## src/rtl/hash_byte_feeder_if.sv

```systemverilog
// hash_byte_feeder_if: word-in / byte-out signal bundle between the host side,
// the feeder and full_hash. The slave modport is the feeder's view; the master
// modport is the view of whatever drives words in and consumes bytes out.
// Optional macro HASH_FEEDER_LEN_EN adds the msg_len signal.
interface hash_byte_feeder_if;
  logic [31:0] in_data;
  logic        in_valid;
  logic        in_last;
  logic [1:0]  in_nbytes;
  logic        in_ready;
  logic        H_ready;
  logic        F_rtr;
  logic        start;
  logic [7:0]  Byte;
  logic        F_dr;
  logic        End_Of_File;
  logic        busy;
`ifdef HASH_FEEDER_LEN_EN
  logic [31:0] msg_len;
`endif

  modport slave (
    input  in_data, in_valid, in_last, in_nbytes, H_ready, F_rtr,
    output in_ready, start, Byte, F_dr, End_Of_File, busy
`ifdef HASH_FEEDER_LEN_EN
    , output msg_len
`endif
  );

  modport master (
    output in_data, in_valid, in_last, in_nbytes, H_ready, F_rtr,
    input  in_ready, start, Byte, F_dr, End_Of_File, busy
`ifdef HASH_FEEDER_LEN_EN
    , input msg_len
`endif
  );
endinterface

```

## src/rtl/hash_byte_feeder.sv

```systemverilog
// hash_byte_feeder: buffers 32-bit message words in a small FIFO and streams
// them byte by byte into full_hash, framing each message with a start pulse
// and flagging its last valid byte with End_Of_File. The next message is not
// opened until full_hash has produced its digest (H_ready falls, then rises).
// rst_n is a synchronous, active-high reset despite its name.
// Optional macro HASH_FEEDER_LEN_EN adds msg_len, the byte count of the
// current/last message.
module hash_byte_feeder #(
  parameter int DEPTH     = 4,     // FIFO depth in words, power of two, >= 2
  parameter bit MSB_FIRST = 1'b1   // 1: bits [31:24] go out first
) (
  input  logic              clk,
  input  logic              rst_n,
  hash_byte_feeder_if.slave bus
);

  localparam int AW = $clog2(DEPTH);

  typedef struct packed {
    logic        last;
    logic [1:0]  nbytes;
    logic [31:0] data;
  } entry_t;

  typedef enum logic [2:0] {
    S_IDLE,
    S_START,
    S_LOAD,
    S_STREAM,
    S_WAIT_DIG
  } state_t;

  // FIFO storage and pointers (extra MSB distinguishes full from empty)
  entry_t      mem_q [DEPTH];
  logic [AW:0] wr_ptr_q, rd_ptr_q;
  logic        full, empty, push, pop;
  entry_t      head;

  // Streaming state
  state_t      state_q, state_d;
  logic [31:0] word_q, word_d;
  logic [1:0]  idx_q, idx_d;
  logic [1:0]  fin_q, fin_d;       // index of the final byte of this word
  logic        last_q, last_d;
  logic        seen_low_q, seen_low_d;
  logic        xfer, final_byte;
  logic [7:0]  cur_byte;
  logic [31:0] word_shifted;

  assign full  = (wr_ptr_q[AW] != rd_ptr_q[AW]) &&
                 (wr_ptr_q[AW-1:0] == rd_ptr_q[AW-1:0]);
  assign empty = (wr_ptr_q == rd_ptr_q);
  assign head  = mem_q[rd_ptr_q[AW-1:0]];

  // No pass-through when full: acceptance depends only on the stored count.
  assign bus.in_ready = !rst_n && !full;
  assign push         = bus.in_valid && bus.in_ready;

  assign xfer       = (state_q == S_STREAM) && bus.F_rtr;
  assign final_byte = (idx_q == fin_q);

  assign cur_byte     = MSB_FIRST ? word_q[31:24] : word_q[7:0];
  assign word_shifted = MSB_FIRST ? {word_q[23:0], 8'h00} : {8'h00, word_q[31:8]};

  // FIFO pointer update; reset flushes the queue
  always_ff @(posedge clk) begin
    // NOTE: sequential state is assigned with <= so every register samples
    // the pre-edge values regardless of statement order.
    if (rst_n) begin
      wr_ptr_q <= '0;
      rd_ptr_q <= '0;
    end else begin
      if (push) wr_ptr_q <= wr_ptr_q + 1'b1;
      if (pop)  rd_ptr_q <= rd_ptr_q + 1'b1;
    end
  end

  // FIFO storage write
  always_ff @(posedge clk) begin
    // NOTE: the storage array has no reset; the pointers alone define which
    // entries are valid, so resetting the data would only cost flops.
    if (push) mem_q[wr_ptr_q[AW-1:0]] <= {bus.in_last, bus.in_nbytes, bus.in_data};
  end

  // State and datapath registers
  always_ff @(posedge clk) begin
    if (rst_n) begin
      state_q    <= S_IDLE;
      word_q     <= '0;
      idx_q      <= '0;
      fin_q      <= '0;
      last_q     <= 1'b0;
      seen_low_q <= 1'b0;
    end else begin
      state_q    <= state_d;
      word_q     <= word_d;
      idx_q      <= idx_d;
      fin_q      <= fin_d;
      last_q     <= last_d;
      seen_low_q <= seen_low_d;
    end
  end

  // Next-state and pop decode
  always_comb begin
    // NOTE: every signal gets a default before the case so no path leaves it
    // unassigned, which would otherwise infer a latch.
    state_d    = state_q;
    word_d     = word_q;
    idx_d      = idx_q;
    fin_d      = fin_q;
    last_d     = last_q;
    seen_low_d = seen_low_q;
    pop        = 1'b0;

    unique case (state_q)
      S_IDLE: begin
        if (!empty && bus.H_ready) state_d = S_START;
      end
      S_START: begin
        state_d = S_LOAD;
      end
      S_LOAD: begin
        if (!empty) begin
          pop     = 1'b1;
          state_d = S_STREAM;
        end
      end
      S_STREAM: begin
        if (bus.F_rtr) begin
          if (!final_byte) begin
            idx_d  = idx_q + 2'd1;
            word_d = word_shifted;
          end else if (!last_q) begin
            // Chain straight into the next word when one is queued.
            if (!empty) pop = 1'b1;
            else        state_d = S_LOAD;
          end else begin
            state_d    = S_WAIT_DIG;
            seen_low_d = 1'b0;
          end
        end
      end
      S_WAIT_DIG: begin
        // Only a fresh digest counts: H_ready must be seen low, then high.
        if (!bus.H_ready)    seen_low_d = 1'b1;
        else if (seen_low_q) state_d    = S_IDLE;
      end
      default: begin
        state_d = S_IDLE;
      end
    endcase

    if (pop) begin
      word_d = head.data;
      last_d = head.last;
      idx_d  = 2'd0;
      // nbytes = 0 means four bytes; nbytes - 1 wraps 0 to index 3.
      fin_d  = head.last ? (head.nbytes - 2'd1) : 2'd3;
    end
  end

  // Outputs decoded from registered state only
  assign bus.start       = (state_q == S_START);
  assign bus.F_dr        = (state_q == S_STREAM);
  assign bus.busy        = (state_q != S_IDLE);
  assign bus.Byte        = (state_q == S_STREAM) ? cur_byte : 8'h00;
  assign bus.End_Of_File = (state_q == S_STREAM) && last_q && final_byte;

`ifdef HASH_FEEDER_LEN_EN
  logic [31:0] msg_len_q;

  // Message byte counter: cleared when a message opens, held after EOF
  always_ff @(posedge clk) begin
    if (rst_n)                   msg_len_q <= '0;
    else if (state_q == S_START) msg_len_q <= '0;
    else if (xfer)               msg_len_q <= msg_len_q + 32'd1;
  end

  assign bus.msg_len = msg_len_q;
`else
  logic unused_xfer;
  assign unused_xfer = xfer;
`endif

endmodule

```

## src/flat_wrapper.sv

```systemverilog
// flat-port wrapper written by rule: the top's interface ports become plain ports
module hash_byte_feeder_flat 
#(
  parameter int DEPTH     = 4,                                               
  parameter bit MSB_FIRST = 1'b1                                  
)
  (clk, rst_n, bus_in_data, bus_in_valid, bus_in_last, bus_in_nbytes, bus_H_ready, bus_F_rtr, bus_in_ready, bus_start, bus_Byte, bus_F_dr, bus_End_Of_File, bus_busy);
  hash_byte_feeder_if bus_i ();
  input  logic clk;
  input  logic rst_n;
  input wire logic [$bits(bus_i.in_data)-1:0] bus_in_data;
  input wire logic [$bits(bus_i.in_valid)-1:0] bus_in_valid;
  input wire logic [$bits(bus_i.in_last)-1:0] bus_in_last;
  input wire logic [$bits(bus_i.in_nbytes)-1:0] bus_in_nbytes;
  input wire logic [$bits(bus_i.H_ready)-1:0] bus_H_ready;
  input wire logic [$bits(bus_i.F_rtr)-1:0] bus_F_rtr;
  output wire logic [$bits(bus_i.in_ready)-1:0] bus_in_ready;
  output wire logic [$bits(bus_i.start)-1:0] bus_start;
  output wire logic [$bits(bus_i.Byte)-1:0] bus_Byte;
  output wire logic [$bits(bus_i.F_dr)-1:0] bus_F_dr;
  output wire logic [$bits(bus_i.End_Of_File)-1:0] bus_End_Of_File;
  output wire logic [$bits(bus_i.busy)-1:0] bus_busy;
  assign bus_i.in_data = bus_in_data;
  assign bus_i.in_valid = bus_in_valid;
  assign bus_i.in_last = bus_in_last;
  assign bus_i.in_nbytes = bus_in_nbytes;
  assign bus_i.H_ready = bus_H_ready;
  assign bus_i.F_rtr = bus_F_rtr;
  assign bus_in_ready = bus_i.in_ready;
  assign bus_start = bus_i.start;
  assign bus_Byte = bus_i.Byte;
  assign bus_F_dr = bus_i.F_dr;
  assign bus_End_Of_File = bus_i.End_Of_File;
  assign bus_busy = bus_i.busy;
  hash_byte_feeder #(.DEPTH(DEPTH), .MSB_FIRST(MSB_FIRST)) u_core (.clk(clk), .rst_n(rst_n), .bus(bus_i));
endmodule
```

## config.mk

```make
export PLATFORM = sky130hd
export DESIGN_NAME = hash_byte_feeder_flat
export DESIGN_NICKNAME = d
export VERILOG_FILES = /design/src/rtl/hash_byte_feeder_if.sv /design/src/rtl/hash_byte_feeder.sv /design/src/flat_wrapper.sv
export SDC_FILE = /design/constraint.sdc
export NUM_CORES = 1
export LEC_CHECK = 0
export CORE_MARGIN = 1.5
export CORE_UTILIZATION = 58
export CTS_BUF_LIST = sky130_fd_sc_hd__clkbuf_4 sky130_fd_sc_hd__clkbuf_8 sky130_fd_sc_hd__clkbuf_16
export DETAILED_ROUTE_END_ITERATION = 12
export PLACE_DENSITY_LB_ADDON = 0.1
export REMOVE_ABC_BUFFERS = 1
export SYNTH_ARGS = -nofsm -noshare
export SYNTH_HDL_FRONTEND = slang
export SYNTH_SLANG_ARGS = --single-unit
export TNS_END_PERCENT = 10
```

## constraint.sdc

```tcl
create_clock -name clk -period 3.16 [get_ports clk]
set_clock_uncertainty 0.2 [all_clocks]
set_input_delay 0.632 -clock clk [delete_from_list [all_inputs] [get_ports clk]]
set_output_delay 0.632 -clock clk [all_outputs]
set_load 0.1 [all_outputs]
```

Word-level counts from Yosys, hierarchy flattened
Memory sizes are Yosys's and may differ from the RTL's. A register that Yosys moved wholly into a read port is not among the register bits. Cells that the tools add are included. Widths: inputs -> output; s select.

Bits in registers: 47. RAM bits: 140. Input port bits: 40. Output and inout bits: 13. Word-level logic and storage cells: 80. Memories kept: 1.

Memories: u_core.mem_q (depth 4, bits a word 35, read ports 1, clocked after Yosys merged registers in 1, write ports 1, line hash_byte_feeder.sv:34) `entry_t mem_q [DEPTH];`.

Add/subtract/negate cells: 4. Equality and inequality tests: 18. Multiplexer cells: 29. Bitwise operators: 1. Reduce and logical (&&, ||, !) cells: 19.

Operator list (count): $mux 32 (4); $mux 3 (8); $pmux 3 s5 (1); $mux 1 (10); $ne 2x1->1 const B (5); $mux 8 (1); $ne 2x2->1 const B (4); $reduce_and 7->1 (1); $add 3x1->3 const B (2); $eq 3x2->1 const B (2); $logic_and 1x1->1 (6); $mux 2 (3); $reduce_and 3->1 (2); $reduce_bool 2->1 (3); $reduce_and 5->1 (1); $eq 2x2->1 (2); $pmux 1 s2 (2); $eq 3x1->1 const B (1); $eq 3x3->1 (1); $eq 3x3->1 const B (1); $logic_not 1->1 (3); $logic_not 3->1 (1); $ne 3x1->1 const B (1); $reduce_bool 3->1 (1); other kinds (5) (5).

Logic depth before layout (Yosys ltp)
Gate-level depths: netlist (run 1).

Depth in word-level cells: 8. Gate-level depth with buffers: 6. Gate-level depth less buffers: 4.

Worst setup path before layout (run 1)
OpenSTA, ideal clock, no wires.

Kind: register -> output. Start point: register u_core.state_q[0]. End point: output port bus_End_Of_File. Data arrival time: 4.007 ns. Required time: 2.328 ns. Setup slack: -1.679 ns. Cell stages (with the launch flop): 6. Path through: dfxtp_1 clkbuf_1 and3b_1 clkbuf_1 nand2_1 nor3_1.

Word-level cells in the longest chain between the ends: 3.

RTL lines: start, declared (line hash_byte_feeder.sv:40) `state_t state_q, state_d;`; start signal, assigned (line hash_byte_feeder.sv:95) `state_q <= state_d;`; $eq 3x2->1; named net bus_F_dr (line flat_wrapper.sv:20) `output wire logic [$bits(bus_i.F_dr)-1:0] bus_F_dr;`; $logic_and 1x1->1 (2 in series) (line hash_byte_feeder.sv:168) `assign bus.End_Of_File = (state_q == S_STREAM) && last_q && final_byte;`; end, declared (line flat_wrapper.sv:21) `output wire logic [$bits(bus_i.End_Of_File)-1:0] bus_End_Of_File;`.

The timed path passes the listed nets, and every way through them passes these cells.

Worst setup path in the final report (run 1)
Start point: register u_core.state_q[0]. End point: output port bus_End_Of_File.

Word-level cells in the longest chain between the ends: 3.

RTL lines (line): $eq 3x2->1; $logic_and 1x1->1 (2 in series) (hash_byte_feeder.sv:168).

Every way passes these cells.

==> impl_metrics.xml, run 1 <==
<?xml version="1.0" encoding="UTF-8"?>
<metrics>
  <group name="finish">
    <metric name="ratio_of_cells_with_drive_above_1_in_the_final_layout" unit="%">20.3</metric>
    <metric name="antenna_cells" unit="">0</metric>
    <metric name="area_occupied_by_multi_input_gates" unit="um^2">2080</metric>
    <metric name="final_cell_utilization_of_the_core" unit="%">70.4</metric>
    <metric name="filler_cell_count" unit="">806</metric>
    <metric name="sequential_cell_area" unit="um^2">5190</metric>
    <metric name="design.final.nets" unit="">545</metric>
    <metric name="synthToLayoutAreaGrowth" unit="%">18.9</metric>
  </group>
  <group name="pwr">
    <metric name="pwr_density_cell" unit="nW/um^2">574</metric>
    <metric name="power.clock.fraction" unit="%">39.5</metric>
    <metric name="power_frac_comb" unit="%">6.0</metric>
    <metric name="p_int" unit="mW">4.04</metric>
    <metric name="netsw" unit="mW">1.03</metric>
    <metric name="p_total" unit="mW">5.07</metric>
    <metric name="power.sequential.fraction" unit="%">54.5</metric>
    <metric name="power.ir.vdd_worst" unit="mV">0.462</metric>
    <metric name="leakage" unit="nW">2.99</metric>
    <metric name="sw_frac_of_total" unit="%">20.4</metric>
  </group>
  <group name="global_routing">
    <metric name="via_count_of_the_first_global_routing_pass" unit="">4034</metric>
    <metric name="grt_util_all_layers" unit="%">22.3</metric>
    <metric name="grt_max_degree" unit="">48</metric>
    <metric name="antenna_found_initial" unit="">0</metric>
    <metric name="grt.overflow.total" unit="">0</metric>
    <metric name="grt_pass1_wl" unit="mm">21.7</metric>
  </group>
  <group name="drt">
    <metric name="initialDrtViolationCount" unit="">335</metric>
    <metric name="drt_drc_violations_left" unit="">0</metric>
    <metric name="routed_wirelength" unit="mm">13.7</metric>
    <metric name="num_vias" unit="">4001</metric>
    <metric name="antenna_violating_nets_post_route" unit="">0</metric>
    <metric name="route.detailed.vias_per_inst" unit="">5.84</metric>
    <metric name="first_pass_iters" unit="">4</metric>
    <metric name="post_drt_wl_per_cell" unit="um">20.0</metric>
  </group>
  <group name="logic_synthesis">
    <metric name="synth_edf_count" unit="">140</metric>
    <metric name="synth_fa_ha_area_share" unit="%">0.840</metric>
    <metric name="yosys_register_bits" unit="">189</metric>
    <metric name="syn-mean-instance-area" unit="um^2">16.8</metric>
    <metric name="largest_family_of_logic_cells_by_synthesized_area" unit="">multiplexers</metric>
    <metric name="yosysWarningCount" unit="">0</metric>
    <metric name="synth_compound_area_share" unit="%">6.74</metric>
    <metric name="seq_area_frac_synth" unit="%">69.7</metric>
    <metric name="cell_area_after_synthesis" unit="um^2">7440</metric>
    <metric name="synthMuxAreaShare" unit="%">14.0</metric>
    <metric name="synth_xor_xnor_area_share" unit="%">1.18</metric>
    <metric name="synth_cell_types" unit="">41</metric>
    <metric name="ys.flop_type" unit="">sky130_fd_sc_hd__edfxtp_1</metric>
    <metric name="postSynth.asyncResetShare" unit="%">0</metric>
    <metric name="netlist_instances" unit="">443</metric>
    <metric name="synth-simple-area-share" unit="%">5.13</metric>
  </group>
  <group name="cts">
    <metric name="postCtsSetupBuffers" unit="">0</metric>
    <metric name="postCtsResizedCells" unit="">0</metric>
    <metric name="clock_sink_count" unit="">189</metric>
    <metric name="cts-root-buf" unit="">sky130_fd_sc_hd__clkbuf_16</metric>
    <metric name="clock_slew_at_the_register_clock_pins_of_the_worst_setup_and_hold_paths" unit="ns">0.06</metric>
    <metric name="clock_tree.buffer_depth" unit="">2</metric>
    <metric name="cts_max_level" unit="">4</metric>
    <metric name="clock_latency" unit="ns">0.43</metric>
    <metric name="cts_hold_buf" unit="">0</metric>
    <metric name="tritoncts" unit="">done</metric>
    <metric name="cts_buffers" unit="">17</metric>
  </group>
  <group name="flow_run">
    <metric name="cap_violations" unit="">0</metric>
  </group>
  <group name="sta">
    <metric name="timing.final.ws_setup" unit="ns">0.310</metric>
    <metric name="worst_slew_margin_rel" unit="%">52.8</metric>
    <metric name="max_slew.worst_pin.slew" unit="ns">0.708</metric>
    <metric name="number_of_max_slew_violations_in_the_final_report" unit="">0</metric>
    <metric name="grt_setup_unrepaired" unit="">no</metric>
    <metric name="fin_crit_sh" unit="%">90.2</metric>
    <metric name="timing.final.crit_period" unit="ns">2.85</metric>
    <metric name="finalHoldViolations" unit="">0</metric>
    <metric name="timing.final.setup_violations" unit="">0</metric>
    <metric name="holdWs" unit="ns">0.249</metric>
    <metric name="timing.fmax" unit="MHz">351</metric>
  </group>
  <group name="floorplanning">
    <metric name="vert_die_dim" unit="um">116</metric>
    <metric name="number_of_ports_placed_on_the_die_boundary" unit="">53</metric>
    <metric name="std_cell_rows" unit="">41</metric>
    <metric name="floorplan.die.width" unit="um">116</metric>
    <metric name="floorplan.initialDensity" unit="%">59.2</metric>
    <metric name="core" unit="um^2">12600</metric>
    <metric name="dieArea" unit="um^2">13500</metric>
  </group>
  <group name="worst_hold_path">
    <metric name="hold_path_class" unit="">in -&gt; reg</metric>
  </group>
  <group name="setup_path">
    <metric name="cp.required" unit="ns">2.33</metric>
    <metric name="worst-setup-path-type" unit="">reg -&gt; out</metric>
    <metric name="cp_slowest_cell" unit="">sky130_fd_sc_hd__dfxtp_1</metric>
    <metric name="worst_setup_path_start_kind" unit="">flop</metric>
    <metric name="crit_chain" unit="">and3b_1, buf_4, nand2_1, nor3_1, buf_12</metric>
    <metric name="crit_path_max_incr_delay" unit="ns">0.51</metric>
    <metric name="critPathCaptureType" unit="">primary output</metric>
    <metric name="crit_path_max_fanout" unit="">12</metric>
    <metric name="arrival_time_of_the_worst_setup_path" unit="ns">2.02</metric>
  </group>
  <group name="place">
    <metric name="place_congestion" unit="">0.769</metric>
    <metric name="post-dp-hpwl" unit="mm">8.35</metric>
    <metric name="detailedPlace.worstSlack" unit="ns">0.285</metric>
    <metric name="placement.io_buffers" unit="">52</metric>
  </group>
  <group name="status">
    <metric name="outcome" unit="">complete, no violations</metric>
  </group>
</metrics>
[Yosys cell counts (2+ instances only)]
cell type	count	area share, %
sky130_fd_sc_hd__buf_2	13	0.87
sky130_fd_sc_hd__inv_1	6	0.30
sky130_fd_sc_hd__dfxtp_1	49	13
sky130_fd_sc_hd__xor2_1	4	0.47
sky130_fd_sc_hd__nand2_1	3	0.15
sky130_fd_sc_hd__nand2b_1	2	0.17
sky130_fd_sc_hd__buf_6	2	0.30
sky130_fd_sc_hd__and2_1	12	1.0
sky130_fd_sc_hd__a21oi_1	16	1.1
sky130_fd_sc_hd__o21ai_0	5	0.34
sky130_fd_sc_hd__a211oi_1	25	2.5
sky130_fd_sc_hd__nor3_1	27	1.8
sky130_fd_sc_hd__a311oi_1	4	0.47
sky130_fd_sc_hd__xnor2_1	6	0.71
sky130_fd_sc_hd__edfxtp_1	140	56
sky130_fd_sc_hd__mux4_2	35	11
sky130_fd_sc_hd__ha_1	5	0.84
sky130_fd_sc_hd__nand3_1	13	0.87
sky130_fd_sc_hd__or3_1	2	0.17
sky130_fd_sc_hd__clkbuf_1	13	0.66
sky130_fd_sc_hd__mux2i_1	25	3.4
sky130_fd_sc_hd__nor2_1	5	0.25
sky130_fd_sc_hd__o211ai_1	10	1.0
sky130_fd_sc_hd__a31oi_1	2	0.17
sky130_fd_sc_hd__buf_4	3	0.30
[routing by layer]
metal | up-vias | GRT usage (%) | part of all wire (%) | wire length [um]
met5 | - | 0 | 0 | 0
met4 | 0 | 9.35 | 1.1 | 148
met3 | 12 | 5.14 | 3.7 | 510
met2 | 100 | 35.9 | 50 | 6840
met1 | 2007 | 29.7 | 45 | 6180
li1 | 1882 | - | - | -
[state kept, by name, indices dropped and copies added, names as in the netlist, named ones only]
signal,count
u_core.last_q,1
u_core.seen_low_q,1
u_core.word_q,32
u_core.rd_ptr_q,3
u_core.idx_q,2
u_core.fin_q,2
u_core.wr_ptr_q,3
u_core.state_q,3
u_core.mem_q,140
[worst max-delay path, delay by kind of cell, from the launching register on]
family | cells | cell delay [ns]
buffers and inverters | 2 | 0.44
AND/OR/NAND/NOR | 3 | 0.64
flip-flops | 1 | 0.51
[cells in the final DEF, fill, tap and decap left out, types with 6 or more instances in the layout]
| cell type | instances |
|---|---|
| sky130_fd_sc_hd__xnor2_1 | 6 |
| sky130_fd_sc_hd__clkdlybuf4s50_1 | 38 |
| sky130_fd_sc_hd__buf_12 | 13 |
| sky130_fd_sc_hd__buf_4 | 18 |
| sky130_fd_sc_hd__edfxtp_1 | 140 |
| sky130_fd_sc_hd__and2_1 | 12 |
| sky130_fd_sc_hd__dfxtp_1 | 48 |
| sky130_fd_sc_hd__clkbuf_16 | 17 |
| sky130_fd_sc_hd__o211ai_1 | 10 |
| sky130_fd_sc_hd__a21oi_1 | 16 |
| sky130_fd_sc_hd__mux2i_1 | 25 |
| sky130_fd_sc_hd__nand3_1 | 13 |
| sky130_fd_sc_hd__a211oi_1 | 25 |
| sky130_fd_sc_hd__inv_1 | 6 |
| sky130_fd_sc_hd__mux4_2 | 35 |
| sky130_fd_sc_hd__nor3_1 | 27 |
[path summary, 6_finish.rpt]
kind	from	to	slack (ns)	depth (start not counted)
worst max-delay path	u_core.state_q[0]	bus_End_Of_File	0.31	5
worst min-delay path	rst_n	u_core.wr_ptr_q[0]	0.25	2
worst max register to register	u_core.idx_q[0]	u_core.word_q[28]	0.56	5
worst min register to register	u_core.seen_low_q	u_core.seen_low_q	0.29	2
[through the flow]
step                      std cells  instance area [um^2]  TNS, ns
after global placement          653                  8290        0
final                           685                  8850        0
after global routing            685                  8850        0
after floorplan                 411                  7280    -1.57
after detailed placement        653                  8290        0
after CTS                       685                  8850        0
[final cells by class]
type,instances,share of cell area (%)
flip-flops and latches,189,58.6
clock buffers,24,5.61
clock inverters,8,0.735
repair buffers,70,8.82
multi-input cells,216,23.5
well taps,172,2.43
inverters,6,0.255
[logic make-up after synthesis]
family	Yosys count
xor+xnor	10
simple gates	71
mux	60
compound gates	70
buf+inv	38
flops	189
fa+ha+maj	5
[power groups by stage]
stage	combinational, mW	sequential (mW)	clock (mW)
final	0.306	2.77	2.00
after global routing	0.332	2.77	2.13
after CTS	0.308	2.77	2.05
after detailed placement	0.308	2.82	0
after global placement	0.299	2.81	0
after floorplan	0.161	2.82	0
Power figures use the tool's default switching activity.
==> inputs of run 2 (changes only) <==
--- a/config.mk
+++ b/config.mk
@@ -5,7 +5,7 @@
 export SDC_FILE = /design/constraint.sdc
 export NUM_CORES = 1
 export LEC_CHECK = 0
-export CORE_MARGIN = 1.5
+export CORE_MARGIN = 2
 export CORE_UTILIZATION = 58
 export CTS_BUF_LIST = sky130_fd_sc_hd__clkbuf_4 sky130_fd_sc_hd__clkbuf_8 sky130_fd_sc_hd__clkbuf_16
 export DETAILED_ROUTE_END_ITERATION = 12
==> impl_metrics.xml, run 2 (same netlist as run 1, synthesis figures left out) <==
<?xml version="1.0" encoding="UTF-8"?>
<metrics>
  <group name="global_routing">
    <metric name="grt_max_degree" unit="">47</metric>
    <metric name="grt_pass1_wl" unit="mm">21.1</metric>
    <metric name="grt_util_all_layers" unit="%">21.3</metric>
    <metric name="antenna_found_initial" unit="">0</metric>
    <metric name="grt.overflow.total" unit="">0</metric>
    <metric name="via_count_of_the_first_global_routing_pass" unit="">3937</metric>
  </group>
  <group name="place">
    <metric name="post-dp-hpwl" unit="mm">8.04</metric>
    <metric name="place_congestion" unit="">0.745</metric>
    <metric name="placement.io_buffers" unit="">52</metric>
  </group>
  <group name="floorplanning">
    <metric name="dieArea" unit="um^2">13800</metric>
    <metric name="number_of_ports_placed_on_the_die_boundary" unit="">53</metric>
    <metric name="vert_die_dim" unit="um">117</metric>
    <metric name="core" unit="um^2">12600</metric>
    <metric name="floorplan.initialDensity" unit="%">59.2</metric>
    <metric name="std_cell_rows" unit="">41</metric>
    <metric name="floorplan.die.width" unit="um">117</metric>
  </group>
  <group name="cts">
    <metric name="cts_max_level" unit="">4</metric>
    <metric name="clock_sink_count" unit="">189</metric>
    <metric name="cts_buffers" unit="">17</metric>
    <metric name="clock_latency" unit="ns">0.42</metric>
    <metric name="clock_slew_at_the_register_clock_pins_of_the_worst_setup_and_hold_paths" unit="ns">0.06</metric>
    <metric name="clock_tree.buffer_depth" unit="">2</metric>
    <metric name="cts_hold_buf" unit="">0</metric>
    <metric name="cts-root-buf" unit="">sky130_fd_sc_hd__clkbuf_16</metric>
    <metric name="tritoncts" unit="">done</metric>
  </group>
  <group name="drt">
    <metric name="initialDrtViolationCount" unit="">284</metric>
    <metric name="route.detailed.vias_per_inst" unit="">5.85</metric>
    <metric name="routed_wirelength" unit="mm">13.6</metric>
    <metric name="route.met3.wl" unit="um">561</metric>
    <metric name="highest_layer" unit="">met4</metric>
    <metric name="dr_wl_met2" unit="mm">6.93</metric>
    <metric name="wl_met1" unit="mm">5.91</metric>
    <metric name="drt_drc_violations_left" unit="">0</metric>
    <metric name="num_vias" unit="">3995</metric>
    <metric name="first_pass_iters" unit="">4</metric>
    <metric name="post_drt_wl_per_cell" unit="um">19.9</metric>
    <metric name="antenna_violating_nets_post_route" unit="">0</metric>
  </group>
  <group name="setup_path">
    <metric name="crit_path_max_incr_delay" unit="ns">0.48</metric>
    <metric name="crit_family" unit="">simple AND/OR/NAND/NOR gates</metric>
    <metric name="worst_setup_path_start_kind" unit="">flop</metric>
    <metric name="worst-setup-path-type" unit="">reg -&gt; out</metric>
    <metric name="cp.required" unit="ns">2.33</metric>
    <metric name="cp_slowest_cell" unit="">sky130_fd_sc_hd__dfxtp_1</metric>
    <metric name="critPathCaptureType" unit="">primary output</metric>
    <metric name="crit_chain" unit="">and3b_2, nand2_1, nor3_1, buf_12</metric>
    <metric name="arrival_time_of_the_worst_setup_path" unit="ns">2.00</metric>
    <metric name="crit_path_max_fanout" unit="">12</metric>
    <metric name="cp.buffers_inverters" unit="">1</metric>
  </group>
  <group name="finish">
    <metric name="layout.cells.most_common" unit="">sky130_fd_sc_hd__edfxtp_1</metric>
    <metric name="filler_cell_count" unit="">833</metric>
    <metric name="synthToLayoutAreaGrowth" unit="%">18.9</metric>
    <metric name="design.final.nets" unit="">543</metric>
    <metric name="largest_reg_flops" unit="">140</metric>
    <metric name="area_occupied_by_multi_input_gates" unit="um^2">2080</metric>
    <metric name="final_cell_utilization_of_the_core" unit="%">70.4</metric>
    <metric name="antenna_cells" unit="">0</metric>
    <metric name="final_cell_mix" unit="">140 x sky130_fd_sc_hd__edfxtp_1, 48 x sky130_fd_sc_hd__dfxtp_1, 38 x sky130_fd_sc_hd__clkdlybuf4s50_1</metric>
    <metric name="sequential_cell_area" unit="um^2">5190</metric>
    <metric name="ratio_of_cells_with_drive_above_1_in_the_final_layout" unit="%">20.2</metric>
  </group>
  <group name="sta">
    <metric name="fin_crit_sh" unit="%">89.6</metric>
    <metric name="timing.final.setup_violations" unit="">0</metric>
    <metric name="max_slew.worst_pin.slew" unit="ns">0.591</metric>
    <metric name="number_of_max_slew_violations_in_the_final_report" unit="">0</metric>
    <metric name="setup_tns" unit="ns">0</metric>
    <metric name="holdWs" unit="ns">0.261</metric>
    <metric name="finalHoldViolations" unit="">0</metric>
    <metric name="worst_slew_margin_rel" unit="%">60.4</metric>
    <metric name="grt_setup_unrepaired" unit="">no</metric>
    <metric name="timing.final.crit_period" unit="ns">2.83</metric>
    <metric name="timing.fmax" unit="MHz">353</metric>
  </group>
  <group name="pwr">
    <metric name="leakage" unit="nW">2.98</metric>
    <metric name="p_int" unit="mW">4.05</metric>
    <metric name="pwr_density_cell" unit="nW/um^2">577</metric>
    <metric name="power.ir.vdd_worst" unit="mV">0.431</metric>
    <metric name="power.clock.fraction" unit="%">39.9</metric>
    <metric name="sw_frac_of_total" unit="%">20.7</metric>
    <metric name="netsw" unit="mW">1.06</metric>
    <metric name="power.sequential.fraction" unit="%">54.0</metric>
    <metric name="p_total" unit="mW">5.11</metric>
    <metric name="power_frac_comb" unit="%">6.0</metric>
  </group>
  <group name="flow_run">
    <metric name="cap_violations" unit="">0</metric>
  </group>
  <group name="worst_hold_path">
    <metric name="hold_path_class" unit="">in -&gt; reg</metric>
  </group>
  <group name="status">
    <metric name="outcome" unit="">complete, no violations</metric>
  </group>
</metrics>
run 2: layout make-up:
type	count	area share, %
clock inverters	12	1.37
repair buffers	68	8.79
well taps	172	2.43
inverters	6	0.254
flip-flops and latches	189	58.6
clock buffers	20	5.06
multi-input cells	216	23.5
run 2: path summary, 6_finish.rpt:
check / start / to / slack, ns / cells past startpoint
min: rst_n / u_core.seen_low_q / 0.26 / 2
max: u_core.state_q[0] / bus_End_Of_File / 0.33 / 4
min reg2reg: u_core.seen_low_q / u_core.seen_low_q / 0.29 / 2
max reg2reg: u_core.wr_ptr_q[0] / u_core.word_q[27] / 0.80 / 5
run 2: per-layer routing:
metal	up-vias	global-route usage, %
li1	1877	-
met1	2027	28.9
met2	78	34.0
met3	13	5.36
met4	0	7.53
met5	-	0
run 2: timing repair:
action	in CTS	in global routing
buffers inserted	0	0
resized for setup	0	1
endpoints found under the setup margin	0	1
run 2: worst reg2reg max path, cell delays in order (launching register included):
cell and delay (ns):
sky130_fd_sc_hd__dfxtp_1 0.37, sky130_fd_sc_hd__xnor2_1 0.46, sky130_fd_sc_hd__a311o_1 0.61, sky130_fd_sc_hd__buf_4 0.32, sky130_fd_sc_hd__nor3_1 0.07, sky130_fd_sc_hd__a211oi_1 0.25
run 2: power groups by stage:
| stage | sequential [mW] | combinational, mW | clock, mW |
|---|---|---|---|
| CTS | 2.76 | 0.313 | 2.08 |
| floorplan | 2.82 | 0.161 | 0 |
| global placement | 2.81 | 0.306 | 0 |
| global route | 2.77 | 0.334 | 2.17 |
| finish | 2.76 | 0.308 | 2.04 |
| detailed placement | 2.82 | 0.313 | 0 |
run 2: stage by stage:
step / cells / area, um^2 / setup slack (ns)
finish: 683 / 8850 / 0.328
detailed placement: 651 / 8280 / 0.465
CTS: 683 / 8850 / 0.0898
floorplan: 411 / 7280 / -1.32
global route: 683 / 8850 / 0.193
global placement: 651 / 8280 / 0.505
==> inputs of run 3 (changes only) <==
--- a/config.mk
+++ b/config.mk
@@ -7,9 +7,9 @@
 export LEC_CHECK = 0
 export CORE_MARGIN = 2
 export CORE_UTILIZATION = 58
-export CTS_BUF_LIST = sky130_fd_sc_hd__clkbuf_4 sky130_fd_sc_hd__clkbuf_8 sky130_fd_sc_hd__clkbuf_16
+export CTS_BUF_LIST = sky130_fd_sc_hd__clkbuf_16
 export DETAILED_ROUTE_END_ITERATION = 12
-export PLACE_DENSITY_LB_ADDON = 0.1
+export PLACE_DENSITY = 0.85
 export REMOVE_ABC_BUFFERS = 1
 export SYNTH_ARGS = -nofsm -noshare
 export SYNTH_HDL_FRONTEND = slang
==> impl_metrics.xml, run 3 (same netlist as run 1, synthesis figures left out) <==
<?xml version="1.0" encoding="UTF-8"?>
<metrics>
  <group name="status">
    <metric name="outcome" unit="">complete, no violations</metric>
  </group>
  <group name="place">
    <metric name="place_congestion" unit="">0.776</metric>
    <metric name="post-dp-hpwl" unit="mm">8.90</metric>
    <metric name="placement.io_buffers" unit="">52</metric>
    <metric name="place_inst" unit="">656</metric>
    <metric name="detailedPlace.worstSlack" unit="ns">0.219</metric>
    <metric name="postPlaceCellArea" unit="um^2">8270</metric>
  </group>
  <group name="pwr">
    <metric name="netsw" unit="mW">1.09</metric>
    <metric name="p_int" unit="mW">4.11</metric>
    <metric name="sw_frac_of_total" unit="%">20.9</metric>
    <metric name="power.ir.vdd_worst" unit="mV">0.398</metric>
    <metric name="p_total" unit="mW">5.20</metric>
    <metric name="power_frac_comb" unit="%">5.9</metric>
    <metric name="leakage" unit="nW">3.00</metric>
    <metric name="pwr_density_cell" unit="nW/um^2">586</metric>
    <metric name="power.sequential.fraction" unit="%">53.3</metric>
    <metric name="power.clock.fraction" unit="%">40.8</metric>
  </group>
  <group name="sta">
    <metric name="grt_setup_unrepaired" unit="">no</metric>
    <metric name="holdWs" unit="ns">0.266</metric>
    <metric name="timing.final.crit_period" unit="ns">2.79</metric>
    <metric name="max_slew.worst_pin.slew" unit="ns">0.899</metric>
    <metric name="fin_crit_sh" unit="%">88.2</metric>
    <metric name="number_of_max_slew_violations_in_the_final_report" unit="">0</metric>
    <metric name="finalHoldViolations" unit="">0</metric>
    <metric name="worst_slew_margin_rel" unit="%">40.0</metric>
    <metric name="setup_tns" unit="ns">0</metric>
    <metric name="timing.final.ws_setup" unit="ns">0.371</metric>
    <metric name="timing.final.setup_violations" unit="">0</metric>
    <metric name="timing.fmax" unit="MHz">359</metric>
  </group>
  <group name="flow_run">
    <metric name="cap_violations" unit="">0</metric>
  </group>
  <group name="setup_path">
    <metric name="crit_path_max_fanout" unit="">9</metric>
    <metric name="critPathCaptureType" unit="">primary output</metric>
    <metric name="cp.required" unit="ns">2.33</metric>
    <metric name="crit_chain" unit="">and3b_1, nand2_1, nor3_1, buf_12</metric>
    <metric name="worst-setup-path-type" unit="">reg -&gt; out</metric>
    <metric name="cp_slowest_cell" unit="">sky130_fd_sc_hd__dfxtp_1</metric>
    <metric name="crit_path_max_incr_delay" unit="ns">0.49</metric>
    <metric name="worst_setup_path_start_kind" unit="">flop</metric>
    <metric name="arrival_time_of_the_worst_setup_path" unit="ns">1.96</metric>
  </group>
  <group name="global_routing">
    <metric name="via_count_of_the_first_global_routing_pass" unit="">4193</metric>
    <metric name="antenna_found_initial" unit="">0</metric>
    <metric name="grt_util_all_layers" unit="%">22.5</metric>
    <metric name="grt.overflow.total" unit="">0</metric>
    <metric name="grt_max_degree" unit="">47</metric>
    <metric name="grt_pass1_wl" unit="mm">22.2</metric>
  </group>
  <group name="cts">
    <metric name="cts_buffers" unit="">17</metric>
    <metric name="cts_hold_buf" unit="">0</metric>
    <metric name="clock_tree.buffer_depth" unit="">2</metric>
    <metric name="clock_sink_count" unit="">189</metric>
    <metric name="clock_slew_at_the_register_clock_pins_of_the_worst_setup_and_hold_paths" unit="ns">0.07</metric>
    <metric name="tritoncts" unit="">done</metric>
    <metric name="postCtsSetupBuffers" unit="">0</metric>
    <metric name="postCtsResizedCells" unit="">0</metric>
    <metric name="cts_max_level" unit="">4</metric>
    <metric name="clock_latency" unit="ns">0.43</metric>
    <metric name="cts-root-buf" unit="">sky130_fd_sc_hd__clkbuf_16</metric>
  </group>
  <group name="worst_hold_path">
    <metric name="hold_path_class" unit="">in -&gt; reg</metric>
  </group>
  <group name="floorplanning">
    <metric name="dieArea" unit="um^2">13800</metric>
    <metric name="floorplan.die.width" unit="um">117</metric>
    <metric name="vert_die_dim" unit="um">117</metric>
    <metric name="floorplan.initialDensity" unit="%">59.2</metric>
    <metric name="std_cell_rows" unit="">41</metric>
    <metric name="number_of_ports_placed_on_the_die_boundary" unit="">53</metric>
    <metric name="core" unit="um^2">12600</metric>
  </group>
  <group name="finish">
    <metric name="filler_cell_count" unit="">776</metric>
    <metric name="instances_no_fill" unit="">688</metric>
    <metric name="design.final.nets" unit="">548</metric>
    <metric name="ratio_of_cells_with_drive_above_1_in_the_final_layout" unit="%">20.7</metric>
    <metric name="largest_reg_flops" unit="">140</metric>
    <metric name="sequential_cell_area" unit="um^2">5190</metric>
    <metric name="antenna_cells" unit="">0</metric>
    <metric name="synthToLayoutAreaGrowth" unit="%">19.2</metric>
    <metric name="final_cell_mix" unit="">140 x sky130_fd_sc_hd__edfxtp_1, 48 x sky130_fd_sc_hd__dfxtp_1, 38 x sky130_fd_sc_hd__clkdlybuf4s50_1</metric>
    <metric name="layout.cells.most_common" unit="">sky130_fd_sc_hd__edfxtp_1</metric>
    <metric name="final_design_area_no_fill" unit="um^2">8870</metric>
    <metric name="area_occupied_by_multi_input_gates" unit="um^2">2080</metric>
    <metric name="final_cell_utilization_of_the_core" unit="%">70.6</metric>
  </group>
  <group name="drt">
    <metric name="wl_met1" unit="mm">5.82</metric>
    <metric name="highest_layer" unit="">met4</metric>
    <metric name="routed_wirelength" unit="mm">14.2</metric>
    <metric name="antenna_violating_nets_post_route" unit="">0</metric>
    <metric name="num_vias" unit="">4144</metric>
    <metric name="route.detailed.vias_per_inst" unit="">6.02</metric>
    <metric name="dr_wl_met2" unit="mm">7.26</metric>
    <metric name="first_pass_iters" unit="">5</metric>
    <metric name="post_drt_wl_per_cell" unit="um">20.7</metric>
    <metric name="drt_drc_violations_left" unit="">0</metric>
    <metric name="initialDrtViolationCount" unit="">430</metric>
    <metric name="route.met3.wl" unit="um">833</metric>
  </group>
</metrics>
[run 3: worst max-delay path, delay by kind of cell, from the launching register on]
| kind | cells | cell delay [ns] |
|---|---|---|
| buffers and inverters | 1 | 0.23 |
| flip-flops | 1 | 0.49 |
| AND/OR/NAND/NOR | 3 | 0.80 |
[run 3: cell type report]
cell class	count	area share, %
clock buffer	17	4.80
sequential	189	58.5
clock inverter	15	1.96
timing repair buffer	73	8.63
tap	172	2.43
multi-input combinational	216	23.5
inverter	6	0.254
[run 3: worst paths after layout]
kind	from	endpoint	slack, ns	cells after the start
worst max-delay path	u_core.state_q[0]	bus_End_Of_File	0.37	4
worst min-delay path	rst_n	u_core.state_q[2]	0.27	2
worst max register to register	u_core.idx_q[0]	u_core.word_q[17]	0.51	5
worst min register to register	u_core.word_q[2]	u_core.word_q[2]	0.30	2
[run 3: power by group through the flow]
stage / logic [mW] / clock network, mW / registers, mW
2_1_floorplan: 0.161 / 0 / 2.82
3_3_place_gp: 0.295 / 0 / 2.82
6_report: 0.307 / 2.12 / 2.77
3_5_place_dp: 0.305 / 0 / 2.82
5_1_grt: 0.331 / 2.24 / 2.77
4_1_cts: 0.308 / 2.14 / 2.77
[run 3: routing by layer]
layer,global-route usage (%),up-vias
met5,0,-
met3,5.10,26
li1,-,1881
met2,37.4,161
met4,9.73,0
met1,28.6,2076
